[config.mk]
export PLATFORM = sky130hd
export DESIGN_NAME = bus_source_decoder
export DESIGN_NICKNAME = d
export VERILOG_FILES = /design/src/rtl/bus_pkg.sv /design/src/rtl/bus_sel_decode.sv /design/src/rtl/bus_source_decoder.sv
export SDC_FILE = /design/constraint.sdc
export NUM_CORES = 1
export LEC_CHECK = 0
export BUFFER_PORTS_ARGS = -buffer_cell sky130_fd_sc_hd__buf_2
export CAP_MARGIN = 20
export CORE_UTILIZATION = 45
export CTS_CLUSTER_SIZE = 8
export DETAILED_ROUTE_END_ITERATION = 8
export PLACE_DENSITY = 0.81
export SYNTH_ARGS = -nofsm -noshare
export SYNTH_HDL_FRONTEND = slang
export SYNTH_SLANG_ARGS = --single-unit
[constraint.sdc]
create_clock -name clk -period 2.1 [get_ports clk]
set_clock_uncertainty 0.05 [all_clocks]
set_input_delay 0 -clock clk [delete_from_list [all_inputs] [get_ports clk]]
set_output_delay 0 -clock clk [all_outputs]
set_load 0.01 [all_outputs]
[src/rtl/bus_pkg.sv]
// Shared definitions for the common-bus source select path: select codes,
// controller states and default widths.
package bus_pkg;

    localparam int BUS_DATA_W = 16;
    localparam int BUS_ADDR_W = 12;
    localparam int CNT_W      = 8;

    localparam logic [2:0] SEL_NONE = 3'd0;
    localparam logic [2:0] SEL_AR   = 3'd1;
    localparam logic [2:0] SEL_PC   = 3'd2;
    localparam logic [2:0] SEL_DR   = 3'd3;
    localparam logic [2:0] SEL_AC   = 3'd4;
    localparam logic [2:0] SEL_IR   = 3'd5;
    localparam logic [2:0] SEL_TR   = 3'd6;
    localparam logic [2:0] SEL_M    = 3'd7;

    localparam logic [6:0] OE_MEM = 7'b1000000;

    typedef enum logic {
        IDLE,
        MEM_WAIT
    } bus_state_e;

endpackage

[src/rtl/bus_sel_decode.sv]
// Combinational 3-to-7 one-hot decode of the bus select code; code 0 enables nothing.
module bus_sel_decode
    import bus_pkg::*;
(
    input  logic [2:0] sel_i,
    output logic [6:0] oe_o
);

    always_comb begin
        oe_o = '0;
        case (sel_i)
            SEL_AR:  oe_o = 7'b0000001;
            SEL_PC:  oe_o = 7'b0000010;
            SEL_DR:  oe_o = 7'b0000100;
            SEL_AC:  oe_o = 7'b0001000;
            SEL_IR:  oe_o = 7'b0010000;
            SEL_TR:  oe_o = 7'b0100000;
            SEL_M:   oe_o = OE_MEM;
            default: oe_o = '0;
        endcase
    end

endmodule

[src/rtl/bus_source_decoder.sv]
// Turns the bus select code into a one-hot source enable and a registered bus
// word; memory sources run a read request/ack handshake with a timeout.
module bus_source_decoder
    import bus_pkg::*;
#(
    parameter int DATA_W      = BUS_DATA_W,
    parameter int ADDR_W      = BUS_ADDR_W,
    parameter int MEM_TIMEOUT = 15
) (
    input  logic              clk,
    input  logic              rst_n,
    input  logic [2:0]        sel,
    input  logic              sel_valid,
    input  logic [ADDR_W-1:0] ar_q,
    input  logic [ADDR_W-1:0] pc_q,
    input  logic [DATA_W-1:0] dr_q,
    input  logic [DATA_W-1:0] ac_q,
    input  logic [DATA_W-1:0] ir_q,
    input  logic [DATA_W-1:0] tr_q,
    input  logic [DATA_W-1:0] mem_rdata,
    input  logic              mem_ack,
    output logic              mem_rd,
    output logic [6:0]        src_oe,
    output logic [DATA_W-1:0] bus_out,
    output logic              bus_valid,
    output logic              busy,
    output logic              err
);

    localparam int              PAD_W     = DATA_W - ADDR_W;
    localparam logic [CNT_W-1:0] TIMEOUT_C = CNT_W'(MEM_TIMEOUT);

    bus_state_e        state_q, state_d;
    logic [CNT_W-1:0]  cnt_q, cnt_d;
    logic [DATA_W-1:0] bus_out_q, bus_out_d;
    logic [6:0]        src_oe_q, src_oe_d;
    logic              mem_rd_q, mem_rd_d;
    logic              bus_valid_q, bus_valid_d;
    logic              busy_q, busy_d;
    logic              err_q, err_d;

    logic [6:0]        dec_oe;
    logic [DATA_W-1:0] src_word;
    logic [CNT_W-1:0]  cnt_inc;

    bus_sel_decode u_dec (
        .sel_i (sel),
        .oe_o  (dec_oe)
    );

    // AR/PC are narrower than the bus and are zero-extended onto it.
    always_comb begin
        src_word = '0;
        case (sel)
            SEL_AR:  src_word = {{PAD_W{1'b0}}, ar_q};
            SEL_PC:  src_word = {{PAD_W{1'b0}}, pc_q};
            SEL_DR:  src_word = dr_q;
            SEL_AC:  src_word = ac_q;
            SEL_IR:  src_word = ir_q;
            SEL_TR:  src_word = tr_q;
            default: src_word = '0;
        endcase
    end

    assign cnt_inc = cnt_q + CNT_W'(1);

    always_comb begin
        state_d     = state_q;
        cnt_d       = cnt_q;
        bus_out_d   = bus_out_q;
        src_oe_d    = '0;
        mem_rd_d    = 1'b0;
        bus_valid_d = 1'b0;
        busy_d      = 1'b0;
        err_d       = 1'b0;
        case (state_q)
            IDLE: begin
                if (sel_valid) begin
                    if (sel == SEL_NONE) begin
                        err_d = 1'b1;
                    end else if (sel == SEL_M) begin
                        src_oe_d = dec_oe;
                        mem_rd_d = 1'b1;
                        busy_d   = 1'b1;
                        cnt_d    = '0;
                        state_d  = MEM_WAIT;
                    end else begin
                        src_oe_d    = dec_oe;
                        bus_out_d   = src_word;
                        bus_valid_d = 1'b1;
                    end
                end
            end
            MEM_WAIT: begin
                // An ack on the timeout edge still completes the read.
                if (mem_ack) begin
                    bus_out_d   = mem_rdata;
                    bus_valid_d = 1'b1;
                    src_oe_d    = OE_MEM;
                    state_d     = IDLE;
                end else if (cnt_inc == TIMEOUT_C) begin
                    cnt_d   = cnt_inc;
                    err_d   = 1'b1;
                    state_d = IDLE;
                end else begin
                    cnt_d    = cnt_inc;
                    src_oe_d = OE_MEM;
                    mem_rd_d = 1'b1;
                    busy_d   = 1'b1;
                end
            end
            default: state_d = IDLE;
        endcase
    end

    always_ff @(posedge clk) begin
        if (!rst_n) begin
            state_q     <= IDLE;
            cnt_q       <= '0;
            bus_out_q   <= '0;
            src_oe_q    <= '0;
            mem_rd_q    <= 1'b0;
            bus_valid_q <= 1'b0;
            busy_q      <= 1'b0;
            err_q       <= 1'b0;
        end else begin
            state_q     <= state_d;
            cnt_q       <= cnt_d;
            bus_out_q   <= bus_out_d;
            src_oe_q    <= src_oe_d;
            mem_rd_q    <= mem_rd_d;
            bus_valid_q <= bus_valid_d;
            busy_q      <= busy_d;
            err_q       <= err_d;
        end
    end

    assign mem_rd    = mem_rd_q;
    assign src_oe    = src_oe_q;
    assign bus_out   = bus_out_q;
    assign bus_valid = bus_valid_q;
    assign busy      = busy_q;
    assign err       = err_q;

endmodule

==> run metrics, run 1 <==
Slew @ Worst Pin 701 ps; CP Capture Type register; Syn Nets 399; Seq/Total Area, Yosys 27.7%; CP Class reg -> reg; Hold Violations, Final 0; Nets 538; die area 5770 µm²; CP max-delay cell and2b_1; Worst-Skew Late Latency 280 ps; Antenna Nets Post-Route 0; DRC errors left 0; warning count from the yosys run 0; Setup Fix Bufs, Post-CTS 0; first-pass GRT wire length 13.3 mm; met2 WL 3.81 mm; most frequent cells in the layout buf_2, dfxtp_1, o21ai_0; post-DP HPWL 5.98 mm; Resize count post-CTS 0; Max stage delay on crit path 330 ps; Hold Path Class in -> reg; initial core utilization 47.6%; Max VDD drop 0.000260 V; worst path required time 2260 ps; CTS Buf Count 5; row count 26; Bufs and invs on worst path 0; pwr dens 474 nW/µm²; Max Cap Violations 0; cell family contributing the most delay on the critical path simple AND/OR/NAND/NOR gates; Slew HR 53.3%; leakage 1.53 nW; # port buffers 137; Non-Filler Instances 495; clk sinks 34; final setup fails 0; Setup WS pre-CTS 444 ps; Avg WL per Cell 16.1 µm; H-tree levels 2; final setup TNS 0 ps; Critical Path Fanout Max 11; f_max 601 MHz; number of cells after detailed placement 472; Main synth FF type dfxtp_1; largest net degree at the start of global routing 31; vias in the first global route 2668; metal3 WL 636 µm; Synth area leader dfxtp_1; Root Driver clkbuf_8; die width 76.0 µm; Core Area 5170 µm²; Reg clk slew, reported paths 70 ps; Syn Area/Cell 8.61 µm²; EDFF count, synth 0; CTS Buffer Depth 2; commonest non-fill, non-tap cell in the layout buf_2; #FFs+latches synth 34; crit start category register; library cells used by synthesis 54; ANT cells 0; RSZ-0062 raised after global routing false; highest routed layer met4; fillcell total 450; Via Count 2810; initial antenna violation count 0; Core Util, Final 65.3%; ys async rst share 0%; Layout area overhead 37.2%; GPL Wtd Cong 0.883; WP data arrival 1820 ps; Vias/cell 5.68; Syn Inst Count 286; top post-synthesis cells by area dfxtp_1, mux2i_1, o211ai_2; layout cells sized above 1 43.8%; Total GRT Usage 28.5%; met1 wire length 3.37 mm; Final Max Tran Viols 0; Worst Setup Slack, final 436 ps; Die H 76.0 µm; post-synth design cell area 2460 µm²; DRT Wirelength 7.97 mm; fin crit share 79.2%; First-pass DRT Iterations 4; Ports 138; GRT overflow 0; status finished clean; min cycle time layout 1660 ps; CTS tree built; post-synth top area share 27.7%; first-iteration detailed-routing DRC count 165; CP cell instances and2b_1 > a32o_2 > nand3_2 > o211ai_2
[kinds of logic after synthesis]
family	count (synthesis)	synth area share [%]
AND/OR/NAND/NOR	101	25.6
XOR/XNOR	2	0.712
AO/OA/AOI/OAI	95	29.2
multiplexers	20	8.44
flip-flops	34	27.7
adder cells (fa/ha/maj)	2	1.02
buffers and inverters	32	7.37
[layout make-up]
type	instances	area, µm²	area share [%]
clock buffer	5	68.8	2.04
inverter	3	11.3	0.334
multi-input combinational	220	1600	47.4
timing repair buffer	161	918	27.2
clock inverter	2	10.0	0.297
sequential	34	681	20.2
tap	70	87.6	2.59
[path summary, 6_finish.rpt]
path	startpoint	end	slack [ps]	cells after the start
max	busy	bus_out[10]	440	4
min	pc_q[8]	bus_out[8]	70	4
min reg2reg	bus_out[11]	bus_out[11]	440	2
max reg2reg	busy	bus_out[10]	440	4
[synthesized netlist by cell type (all sizes together), types with 3 or more instances]
master and count:
dfxtp 34, o21ai 22, nor2 20, a21oi 17, buf 17, nand3 17, nand3b 16, mux2i 14
nand4 13, clkbuf 12, o211ai 11, nand2 7, a221oi 6, mux2 6, nor2b 6, nor3 5
a211oi 4, a21boi 4, a22o 4, a31oi 4, a32oi 4, nand2b 4, and3b 3, inv 3
o2bb2ai 3
[repair_timing]
item | in CTS | in global routing
hold endpoints to repair | 16 | 0
setup endpoints to repair | 0 | 0
hold buffers | 16 | 0
[state kept, by name, indices dropped and copies added (netlist names)]
register / cells
bus_out: 16
bus_valid: 1
busy: 1
cnt_q: 8
err: 1
src_oe: 7
[layer usage]
layer,track usage [%],up-vias
met1,37.0,1310
met4,8.85,0
met2,47.8,118
li1,-,1367
met3,5.42,15
met5,0,-
[tightest hold or removal path, stage by stage]
cell      delay [ps]
buf_2             80
a32oi_1           70
o21a_1           120
o211ai_2         120
[metrics by stage]
stage / power (W) / hold WS (ps) / instance area, µm²
floorplan: 0.000952 / 122 / 2460
global placement: 0.00112 / 221 / 3140
detailed placement: 0.00113 / 233 / 3140
CTS: 0.00160 / 67.6 / 3380
global route: 0.00168 / 103 / 3380
finish: 0.00160 / 71.6 / 3380
[report_power, final]
part           total (W)  switching (W)  internal, W
Sequential      0.000691      0.0000179     0.000673
Combinational   0.000450       0.000228     0.000222
Clock           0.000460       0.000238     0.000222
(Power assumes the default switching activity.)
==> inputs of run 2 (changes only) <==
Settings changed: ABC_AREA set to 1, CORE_UTILIZATION 45 to 44.
Clock period 2.1 ns to 1.6 ns, I/O delays scaled along.
==> run 2 against run 1 <==
Effect of this change: non-clock buffer count down 1; worst hold slack worse by 56 ps; clock-buffer cell count up 1; largest power group unchanged.
==> run metrics, run 2 <==
f_max 688 MHz; vias in the first global route 2687; Post-Synth Adder-Cell Area 1.08%; Layout area overhead 41.8%; number of cells after detailed placement 584; Synth area leader dfxtp_1; Total GRT Usage 26.5%; Final Max Tran Viols 0; Reg clk slew, reported paths 70 ps; Seq/Total Area, Yosys 29.3%; clk sinks 34; Hold Path Class in -> reg; Max Cap Violations 0; CP Capture Type register; CP Class reg -> reg; Main synth FF type dfxtp_1; First-pass DRT Iterations 4; #FFs+latches synth 34; CP cell instances inv_1 > nand2_2 > nor2_4 > nand2_1 > nand2_2 > o21ai_0 > a21oi_2; Non-Filler Instances 608; worst path required time 1780 ps; CTS tree built; CTS Buffer Depth 2; library cells used by synthesis 29; die width 74.6 µm; Bufs and invs on worst path 1; initial core utilization 45.4%; Core Util, Final 64.4%; final setup fails 0; GPL Wtd Cong 0.847; top post-synthesis cells by area dfxtp_1, nand2_1, o21ai_0; Worst-Skew Late Latency 290 ps; row count 26; commonest non-fill, non-tap cell in the layout buf_2; EDFF count, synth 0; GRT overflow 0; Via Count 2990; largest family of logic cells by synthesized area simple AND/OR/NAND/NOR gates; warning count from the yosys run 0; Syn Nets 499; fin crit share 90.8%; Syn Inst Count 386; Synth Area in Simple Gates 34.9%; Final Cell Area 3290 µm²; dpl cell area 3030 µm²; initial antenna violation count 0; layout cells sized above 1 31.8%; Hold Violations, Final 0; number of flip-flops in the largest register 16; CTS Buf Count 5; ANT cells 0; die area 5570 µm²; H-tree levels 2; post-synth design cell area 2320 µm²; total power 0.00210 W; Slew @ Worst Pin 497 ps; DRC errors left 0; Setup Fix Bufs, Post-CTS 0; Vias/cell 4.92; ys async rst share 0%; Core Area 5110 µm²; cell family contributing the most delay on the critical path simple AND/OR/NAND/NOR gates; DRT Wirelength 7.27 mm; CP max-delay cell dfxtp_1; Ports 138; most frequent cells after synthesis nand2_1, inv_1, o21ai_0; Avg WL per Cell 12.0 µm; crit start category register; Max VDD drop 0.000341 V; first-pass GRT wire length 11.3 mm; Syn Area/Cell 6.01 µm²; leakage 1.77 nW; Slew HR 66.8%; Max stage delay on crit path 310 ps; post-synthesis mux area share 0%; Nets 650; Root Driver clkbuf_8; XOR/XNOR Fraction of Synth Area 0%; pwr dens 638 nW/µm²; largest net degree at the start of global routing 19; count leader, synth nand2_1; most frequent cells in the layout buf_2, nand2_1, inv_1; post-DP HPWL 5.57 mm; status finished clean; min cycle time layout 1450 ps; WP data arrival 1630 ps; Die H 74.6 µm; cell mode on critical path nand2_2; Antenna Nets Post-Route 0; Synth Area in Compound Gates 20.4%; post-synth top area share 29.3%; first-iteration detailed-routing DRC count 184; # port buffers 137; Critical Path Fanout Max 16
## run 2: cell types whose count changed after synthesis, sizes merged, moves of 7 or more
| cell | before | now |
|---|---|---|
| nand2 | 7 | 131 |
| inv | 3 | 53 |
| o21ai | 22 | 49 |
| a21oi | 17 | 41 |
| nand3b | 16 | 0 |
| mux2i | 14 | 0 |
| o211ai | 11 | 0 |
| nor2 | 20 | 29 |
| clkbuf | 12 | 5 |
## run 2: routing by layer
metal / up-vias / wire length (µm) / GRT usage (%)
li1: 1528 / - / -
met1: 1302 / 2990 / 29.9
met2: 139 / 3600 / 48.8
met3: 21 / 487 / 5.89
met4: 0 / 194 / 9.43
met5: - / 0 / 0
## run 2: final timing paths
kind / start / end / slack, ps / cells past startpoint
worst max-delay path: busy / bus_out[11] / 150 / 7
worst min-delay path: sel[1] / src_oe[5] / 20 / 3
worst max register to register: busy / bus_out[11] / 150 / 7
worst min register to register: cnt_q[1] / cnt_q[1] / 450 / 2
## run 2: area by class of cell
cell class                 instances  area [µm²]
clock buffer                       6        82.6
clock inverter                     2        12.5
fill                             482        1820
inverter                          53         199
multi-input combinational        283        1310
sequential                        34         684
tap                               70        87.6
timing repair buffer             160         911
## run 2: what timing repair did
item,in CTS,in global routing
endpoints found under the hold margin,16,0
gates resized for setup,0,5
hold buffers,16,0
endpoints found under the setup margin,0,3
## run 2: cell families (layout without fill, tap and decap cells)
logic type,Yosys count,count (layout)
fa+ha+maj,2,2
flops,34,34
buf+inv,69,221
simple gates,190,190
compound gates,91,91
## run 2: power by group
group | internal [W] | leakage, nW | switching (W) | total [W]
logic | 0.000245 | 1.44 | 0.000286 | 0.000532
registers | 0.000890 | 0.280 | 0.0000202 | 0.000910
clock network | 0.000346 | 0.0472 | 0.000311 | 0.000656
## run 2: worst min-delay path: stages
cell and delay [ps]:
buf_2 140, nand3_1 110, nor2_1 50
## run 2: stage by stage
step / hold slack (ps) / setup TNS (ps) / setup WS [ps]
after floorplan: 88.4 / 0 / 199
after global placement: 219 / 0 / 171
after detailed placement: 229 / 0 / 111
after CTS: 6.13 / 0 / 99.3
after global routing: 12.0 / -0.787 / -0.787
final: 15.2 / 0 / 147
==> inputs of run 3 (changes only) <==
Settings changed: CORE_UTILIZATION 44 to 47, PLACE_DENSITY 0.81 to 0.86, SLEW_MARGIN set to 20.
Clock period 1.6 ns to 1.75 ns, I/O delays scaled along.
==> run 3 against run 2 <==
Effect of this change: clock power grew 2%; sequential power shrank 8.4%; power shrank 5.9%; critical path type unchanged; largest cell class unchanged.
==> run metrics, run 3 (synthesis results as in run 2) <==
Internal 0.00143 W; hold slack 7.83 ps; met1 wire length 2.94 mm; Max VDD drop 0.000332 V; Worst-Skew Late Latency 280 ps; Slew @ Worst Pin 594 ps; reg-to-reg startpoint busy; worst path required time 1910 ps; Core Area 4720 µm²; initial core utilization 49.1%; GRT overflow 0; CTS Buf Count 5; metal3 WL 506 µm; Worst Setup Slack, final 151 ps; status finished clean; met2 WL 3.69 mm; Hold Path Class in -> reg; GPL Wtd Cong 0.891; Ports 138; cell family contributing the most delay on the critical path compound AO/OA/AOI/OAI gates; Reg clk slew, reported paths 70 ps; row count 25; sw frac 27.8%; total power 0.00198 W; Antenna Nets Post-Route 0; Critical Path Start busy; Flop pwr share 42.2%; post-DP HPWL 5.42 mm; most frequent cells in the layout buf_2, nand2_1, inv_1; Slew HR 60.2%; final setup TNS 0 ps; min cycle time layout 1600 ps; Core Util, Final 69.0%; Via Count 3007; largest net degree at the start of global routing 23; Setup Fix Bufs, Post-CTS 0; Layout area overhead 40.4%; First-pass DRT Iterations 5; fillcell total 431; leakage 1.76 nW; die area 5220 µm²; layout cells sized above 1 30.5%; number of flip-flops in the largest register 16; Comb power frac 23.9%; hold wc startpoint sel[1]; Critical Path Fanout Max 22; commonest non-fill, non-tap cell in the layout buf_2; Setup WS pre-CTS 196 ps; clk sinks 34; Hold Violations, Final 0; Final Max Tran Viols 0; CTS tree built; initial antenna violation count 0; first-pass GRT wire length 11.7 mm; Max Cap Violations 0; die width 72.3 µm; Max stage delay on crit path 490 ps; # port buffers 137; sw power 0.000549 W; CP max-delay cell o21ai_1; Bufs and invs on worst path 1; final setup fails 0; CTS Buffer Depth 2; WP data arrival 1760 ps; first-iteration detailed-routing DRC count 216; Root Driver clkbuf_8; ANT cells 0; DRT Wirelength 7.29 mm; DRC errors left 0; CP cell instances buf_4 > nor2_1 > o21ai_1 > nand2_1 > a21oi_1; crit start category register; Avg WL per Cell 12.1 µm; f_max 625 MHz; RSZ-0062 raised after global routing false; Total GRT Usage 28.6%; Nets 647; H-tree levels 2; clock power share 33.8%; pwr dens 606 nW/µm²; vias in the first global route 2800; Die H 72.3 µm; Vias/cell 5.00; CP Class reg -> reg; highest routed layer met4; CP Capture Type register; fin crit share 91.4%
run 3: cell types whose count changed in the layout (fill, tap and decap cells not counted), sizes merged:
cell and delta:
clkinvlp -1, clkinv -1, clkbuf +2, buf -3
run 3: worst register-to-register path, cell delays in order (launching register included):
cell and delay (ps):
dfxtp_1 340, buf_4 250, nor2_1 110, o21ai_1 490, nand2_1 120, a21oi_1 160
run 3: power by group through the flow:
stage	sequential, W	combinational (W)	clock, W
final	0.000834	0.000473	0.000669
after global routing	0.000838	0.000527	0.000717
after CTS	0.000833	0.000467	0.000675
after detailed placement	0.000849	0.000438	0
after global placement	0.000850	0.000431	0
after floorplan	0.000868	0.000219	0
run 3: timing repair:
action	CTS	global route
gates resized for setup	0	0
endpoints found under the hold margin	16	0
hold buffers	16	0
run 3: final timing paths:
check	to	cells after the start	slack [ps]
max	cnt_q[5]	5	150
min	src_oe[5]	3	8
max reg2reg	cnt_q[5]	5	150
min reg2reg	cnt_q[7]	2	430
run 3: final cells by class:
cell class / count / area (µm²) / area share [%]
multi-input cells: 283 / 1310 / 40.2
repair buffers: 157 / 876 / 26.9
flip-flops and latches: 34 / 681 / 20.9
inverters: 53 / 199 / 6.11
clock buffers: 8 / 110 / 3.38
well taps: 67 / 83.8 / 2.57
run 3: per-stage QoR:
| stage | cell area [µm²] | instances |
|---|---|---|
| 5_1_grt | 3260 | 602 |
| 3_3_place_gp | 2990 | 578 |
| 6_report | 3260 | 602 |
| 2_1_floorplan | 2320 | 386 |
| 4_1_cts | 3260 | 602 |
| 3_5_place_dp | 2990 | 578 |
run 3: per-layer routing:
metal	global-route usage [%]	vias up
met4	11.5	0
met3	6.39	15
met5	0	-
li1	-	1523
met2	51.6	136
met1	32.6	1333
